===== src/rtl/sect233k1_pt_check.sv =====
// On-curve check for sect233k1 (y^2 + xy = x^3 + 1 over GF(2^233)).
// One bit-serial MSB-first multiplier is reused for x^2, x^3 and y(x+y); fixed 700-cycle latency.
module sect233k1_pt_check (
  input  logic         clk,
  input  logic         rst,
  input  logic         clr,
  input  logic         start,
  input  logic [232:0] x,
  input  logic [232:0] y,
  output logic         busy,
  output logic         done,
  output logic         on_curve
);

  // f(z) = z^233 + z^74 + 1: bits 74 and 0 fold back when bit 232 shifts out.
  localparam logic [232:0] RedMask = {158'd0, 1'b1, 73'd0, 1'b1};
  localparam logic [7:0]   CntTop  = 8'd232;

  typedef enum logic [2:0] {
    StIdle,
    StMul1,
    StMul2,
    StMul3,
    StCmp
  } state_e;

  state_e       state_q;
  logic [232:0] xr_q;
  logic [232:0] yr_q;
  logic [232:0] t_q;
  logic [232:0] acc_q;
  logic [7:0]   cnt_q;
  logic         busy_q;
  logic         done_q;
  logic         on_curve_q;

  logic [232:0] op_a;
  logic [232:0] op_b;
  logic [232:0] acc_shl;
  logic [232:0] acc_nxt;

  always_comb begin
    op_a = '0;
    op_b = '0;
    unique case (state_q)
      StMul1: begin
        op_a = xr_q;
        op_b = xr_q;
      end
      StMul2: begin
        op_a = t_q;
        op_b = xr_q;
      end
      StMul3: begin
        op_a = yr_q;
        op_b = xr_q ^ yr_q;
      end
      default: begin
        op_a = '0;
        op_b = '0;
      end
    endcase
  end

  always_comb begin
    acc_shl = {acc_q[231:0], 1'b0} ^ (acc_q[232] ? RedMask : '0);
    acc_nxt = acc_shl ^ (op_b[cnt_q] ? op_a : '0);
  end

  always_ff @(posedge clk) begin
    if (rst || clr) begin
      state_q    <= StIdle;
      xr_q       <= '0;
      yr_q       <= '0;
      t_q        <= '0;
      acc_q      <= '0;
      cnt_q      <= '0;
      busy_q     <= 1'b0;
      done_q     <= 1'b0;
      on_curve_q <= 1'b0;
    end else begin
      unique case (state_q)
        StIdle: begin
          busy_q <= 1'b0;
          done_q <= 1'b0;
          if (start) begin
            xr_q       <= x;
            yr_q       <= y;
            acc_q      <= '0;
            cnt_q      <= CntTop;
            on_curve_q <= 1'b0;
            busy_q     <= 1'b1;
            state_q    <= StMul1;
          end
        end
        StMul1, StMul2: begin
          if (cnt_q == 8'd0) begin
            t_q     <= acc_nxt;
            acc_q   <= '0;
            cnt_q   <= CntTop;
            state_q <= (state_q == StMul1) ? StMul2 : StMul3;
          end else begin
            acc_q <= acc_nxt;
            cnt_q <= cnt_q - 8'd1;
          end
        end
        StMul3: begin
          // Final product stays in acc for the compare; t still holds x^3.
          acc_q <= acc_nxt;
          if (cnt_q == 8'd0) begin
            state_q <= StCmp;
          end else begin
            cnt_q <= cnt_q - 8'd1;
          end
        end
        StCmp: begin
          on_curve_q <= ((acc_q ^ t_q) == 233'h1);
          done_q     <= 1'b1;
          state_q    <= StIdle;
        end
        default: state_q <= StIdle;
      endcase
    end
  end

  assign busy     = busy_q;
  assign done     = done_q;
  assign on_curve = on_curve_q;

endmodule


===== config.mk =====
export PLATFORM = sky130hd
export DESIGN_NAME = sect233k1_pt_check
export DESIGN_NICKNAME = d
export VERILOG_FILES = /design/src/rtl/sect233k1_pt_check.sv
export SDC_FILE = /design/constraint.sdc
export NUM_CORES = 2
export LEC_CHECK = 0
export ABC_CLOCK_PERIOD_IN_PS = 3700
export CAP_MARGIN = 20
export CORE_MARGIN = 4
export CORE_UTILIZATION = 59
export CTS_CLUSTER_DIAMETER = 200
export DETAILED_ROUTE_END_ITERATION = 10
export PLACE_DENSITY = 0.81
export SLEW_MARGIN = 20
export SYNTH_ARGS = -nofsm -noshare
export SYNTH_HDL_FRONTEND = slang
export SYNTH_SLANG_ARGS = --single-unit

===== constraint.sdc =====
create_clock -name clk -period 3.7 [get_ports clk]
set_input_delay 0.74 -clock clk [delete_from_list [all_inputs] [get_ports clk]]
set_output_delay 0.74 -clock clk [all_outputs]
set_load 0.01 [all_outputs]

==> impl_metrics.json <==
{
  "outcome": "finished with violations",
  "violations": "negative setup slack",
  "cp_top_family": "compound AO/OA/AOI/OAI gates",
  "synth_ff_type": "dfxtp_1",
  "antenna_found_initial": 20,
  "timing.rr.start": "state_q[1]",
  "vias": 57200,
  "area_growth_pct": 33.2,
  "cp-start-kind": "flop",
  "powerDensity_nw_per_um2": 375,
  "die-area_sq_um": 94900,
  "die_w_um": 308,
  "antenna_left": 0,
  "synth_edf_count": 0,
  "setup-violations-final": 466,
  "row_count": 109,
  "dp_hpwl_um": 154000,
  "die_y_um": 308,
  "synth-async-reset-ratio": 0,
  "portBuffers": 472,
  "worst_path_max_delay_cell": "a211o_4",
  "htreeDepth": 3,
  "first_global_vias": 51700,
  "pwr-share-comb": 0.177,
  "arrival_ns": 4.69,
  "initial_core_util": 0.598,
  "hold_viol": 0,
  "fp.coreArea_sq_um": 88800,
  "syn_inst": 6563,
  "min-delay-start": "yr_q[201]",
  "dr.pass1.iters": 10,
  "clock_sinks": 946,
  "vias_per_cell": 6.77,
  "finalCritPeriodShare": 1.10,
  "clk_path_buf_depth": 3,
  "worst_slew_pin_slew_ns": 1.27,
  "tns_ns": -98.36,
  "cts_tree": "yes",
  "finish.utilization": 0.797,
  "layout_setup_ws_ns": -0.388,
  "yosysTopAreaCellShare": 0.357,
  "fill_cells": 5540,
  "yosysMostFrequentCell": "nand2_1",
  "place_congestion": 1.05,
  "clk_latency_ns": 0.73,
  "sequentialPowerShare": 0.405,
  "crit_fanout": 14,
  "ys_seq_area_frac": 0.357,
  "ys_warn_count": 0,
  "ys_ff_latch": 946,
  "rsz0062_at_grt": "true",
  "netlist_area_sq_um": 53100,
  "p_leak_nw": 24.6,
  "cp.buffers_inverters": 6,
  "placed_area_sq_um": 61600,
  "relSlewSlack": 0.148,
  "power_frac_clock": 0.417,
  "cp-end-kind": "flop",
  "cts_buffers": 99,
  "postSynthAreaPerCell_sq_um": 8.09,
  "cap_violations": 0,
  "synthTopCellsByArea": "dfxtp_1 36%, nand2_1 11%, xnor2_1 5.5%, nor4b_4 5.3%, a21oi_1 5.2%",
  "drive_gt1_frac": 0.197,
  "min_period_ns": 4.09,
  "yosys-top-cells-count": "1534 x nand2_1, 946 x dfxtp_1, 552 x a21oi_1",
  "path_clk_slew_ns": 0.07,
  "rr_endpoint": "t_q[113]",
  "yosysUniqueCellTypes": 73,
  "fmax_mhz": 245,
  "wl_per_cell_um": 27.8,
  "io_pins": 473,
  "max_stage_delay_ns": 0.42,
  "yosys.area.top_type": "dfxtp_1",
  "cts-root-buf": "clkbuf_16",
  "path_common_cell": "buf_12",
  "slew_viol_final": 0,
  "reg2reg_slack_ns": -0.39,
  "crit_required_ns": 4.30,
  "worstPathCellList": "buf_6 > nor2b_4 > buf_6 > buf_8 > nand2_1 > a311oi_1 > a31oi_1 > o211ai_1 > o211ai_1 > a211o_4 > buf_12 > buf_12 > buf_12 > nor4b_4 > xnor2_2 > a211oi_2",
  "finalInstanceArea_sq_um": 70700,
  "worstSetupPathType": "flop to flop",
  "switching_power_w": 0.00755,
  "grt_pass1_wl_um": 321000,
  "grt_usage": 0.442,
  "reg2regPathDepth": 16,
  "min_to": "yr_q[201]",
  "nets": 7665,
  "routed_wl_um": 235000,
  "drc_errors": 0,
  "p_sw_frac": 0.285,
  "grt_overflow": 0,
  "power.total_w": 0.0265,
  "syn_nets": 7034,
  "internal_power_w": 0.0190,
  "grt_max_degree": 136,
  "initialDrtViolationCount": 9161,
  "finClkSkew_ns": 0.0361,
  "ir_drop_mv": 0.369,
  "min_delay_path_depth": 2,
  "hold_path.class": "flop to flop"
}
## sequential cells by signal, summed over array words and instances (netlist names)
signal / flops
cnt_q: 8
busy: 1
acc_q: 233
yr_q: 233
state_q: 3
on_curve: 1
done: 1
xr_q: 233
t_q: 233
## per-layer routing
metal / global-route usage / up-vias / part of all wire
met5: 0 / - / 0.00061
met1: 0.543 / 26800 / 0.34
met2: 0.659 / 4676 / 0.41
met4: 0.322 / 20 / 0.10
li1: - / 24300 / -
met3: 0.133 / 1505 / 0.15
## area by class of cell
class                      instances  area [sq um]  share of cell area
antenna                           11          27.5            0.000389
clock buffer                     135          2830              0.0399
clock inverter                    49           732              0.0103
inverter                         177           668             0.00944
multi-input combinational       4868         33400               0.472
sequential                       946         19000               0.268
tap                             1165          1460              0.0206
timing repair buffer            1102         12700               0.179
## timing repair
item | CTS | global route
resized for setup | 225 | 407
hold endpoints to repair | 0 | 0
setup endpoints to repair | 466 | 466
cloned | 22 | 32
setup buffers | 39 | 50
hold buffers | 0 | 0
pin swaps | 121 | 334
## worst reg2reg max path: stages, from the launching register on
cell and delay (ns):
dfxtp_4 0.38, buf_6 0.15, nor2b_4 0.18, buf_6 0.17, buf_8 0.19, nand2_1 0.15, a311oi_1 0.34, a31oi_1 0.14
o211ai_1 0.36, o211ai_1 0.24, a211o_4 0.42, buf_12 0.17, buf_12 0.17, buf_12 0.16, nor4b_4 0.32, xnor2_2 0.15
a211oi_2 0.27
## how the worst max path moves through the flow
stage	cells after the start	end	start
after detailed placement	17	t_q[211]	state_q[1]
after global placement	17	t_q[209]	state_q[1]
after CTS	17	t_q[64]	state_q[1]
after global routing	16	t_q[10]	state_q[1]
after floorplan	16	t_q[168]	state_q[0]
final	16	t_q[113]	state_q[1]
## stage by stage
stage / hold WS [ns] / instances / worst slack (ns)
3_3_place_gp: 0.451 / 8118 / -0.501
4_1_cts: 0.473 / 8363 / -0.0763
5_1_grt: 0.498 / 8442 / -0.456
3_5_place_dp: 0.450 / 8118 / -0.625
6_report: 0.472 / 8453 / -0.388
2_1_floorplan: 0.436 / 6563 / 0.336
## cells in the final DEF (no fill, tap or decap), types with 98 or more instances in the layout
master / n
a22oi_1: 188
buf_4: 388
inv_1: 176
a21oi_1: 549
buf_12: 110
xnor2_1: 218
xnor2_2: 115
nor4b_4: 205
clkbuf_16: 132
xor2_1: 160
dfxtp_1: 940
nor2_1: 289
o21ai_0: 232
a211oi_2: 105
o21ai_1: 218
a211oi_1: 136
nand3_1: 98
nand2_1: 1527
clkdlybuf4s50_1: 472
## cells by family (layout without fill, tap and decap cells)
group                      Yosys count  count (layout)  synth area share
DFF                                946             946             0.357
xor gates and xnor gates           495             495            0.0816
and+or+nand+nor                   2466            2466             0.263
AOI/OAI and AO/OA                 1761            1761             0.203
muxes                              145             145            0.0291
other                                0              11                 0
buffers and inverters              749            1463            0.0662
adders and majority gates            1               1          0.000236
## power by group through the flow
stage | combinational, W | clock [W] | sequential, W
6_report | 0.00470 | 0.0111 | 0.0108
5_1_grt | 0.00482 | 0.0114 | 0.0108
4_1_cts | 0.00401 | 0.0109 | 0.0107
3_5_place_dp | 0.00366 | 0 | 0.0109
3_3_place_gp | 0.00363 | 0 | 0.0109
2_1_floorplan | 0.00208 | 0 | 0.0108
Note: power is estimated with default switching activity, not from simulation.
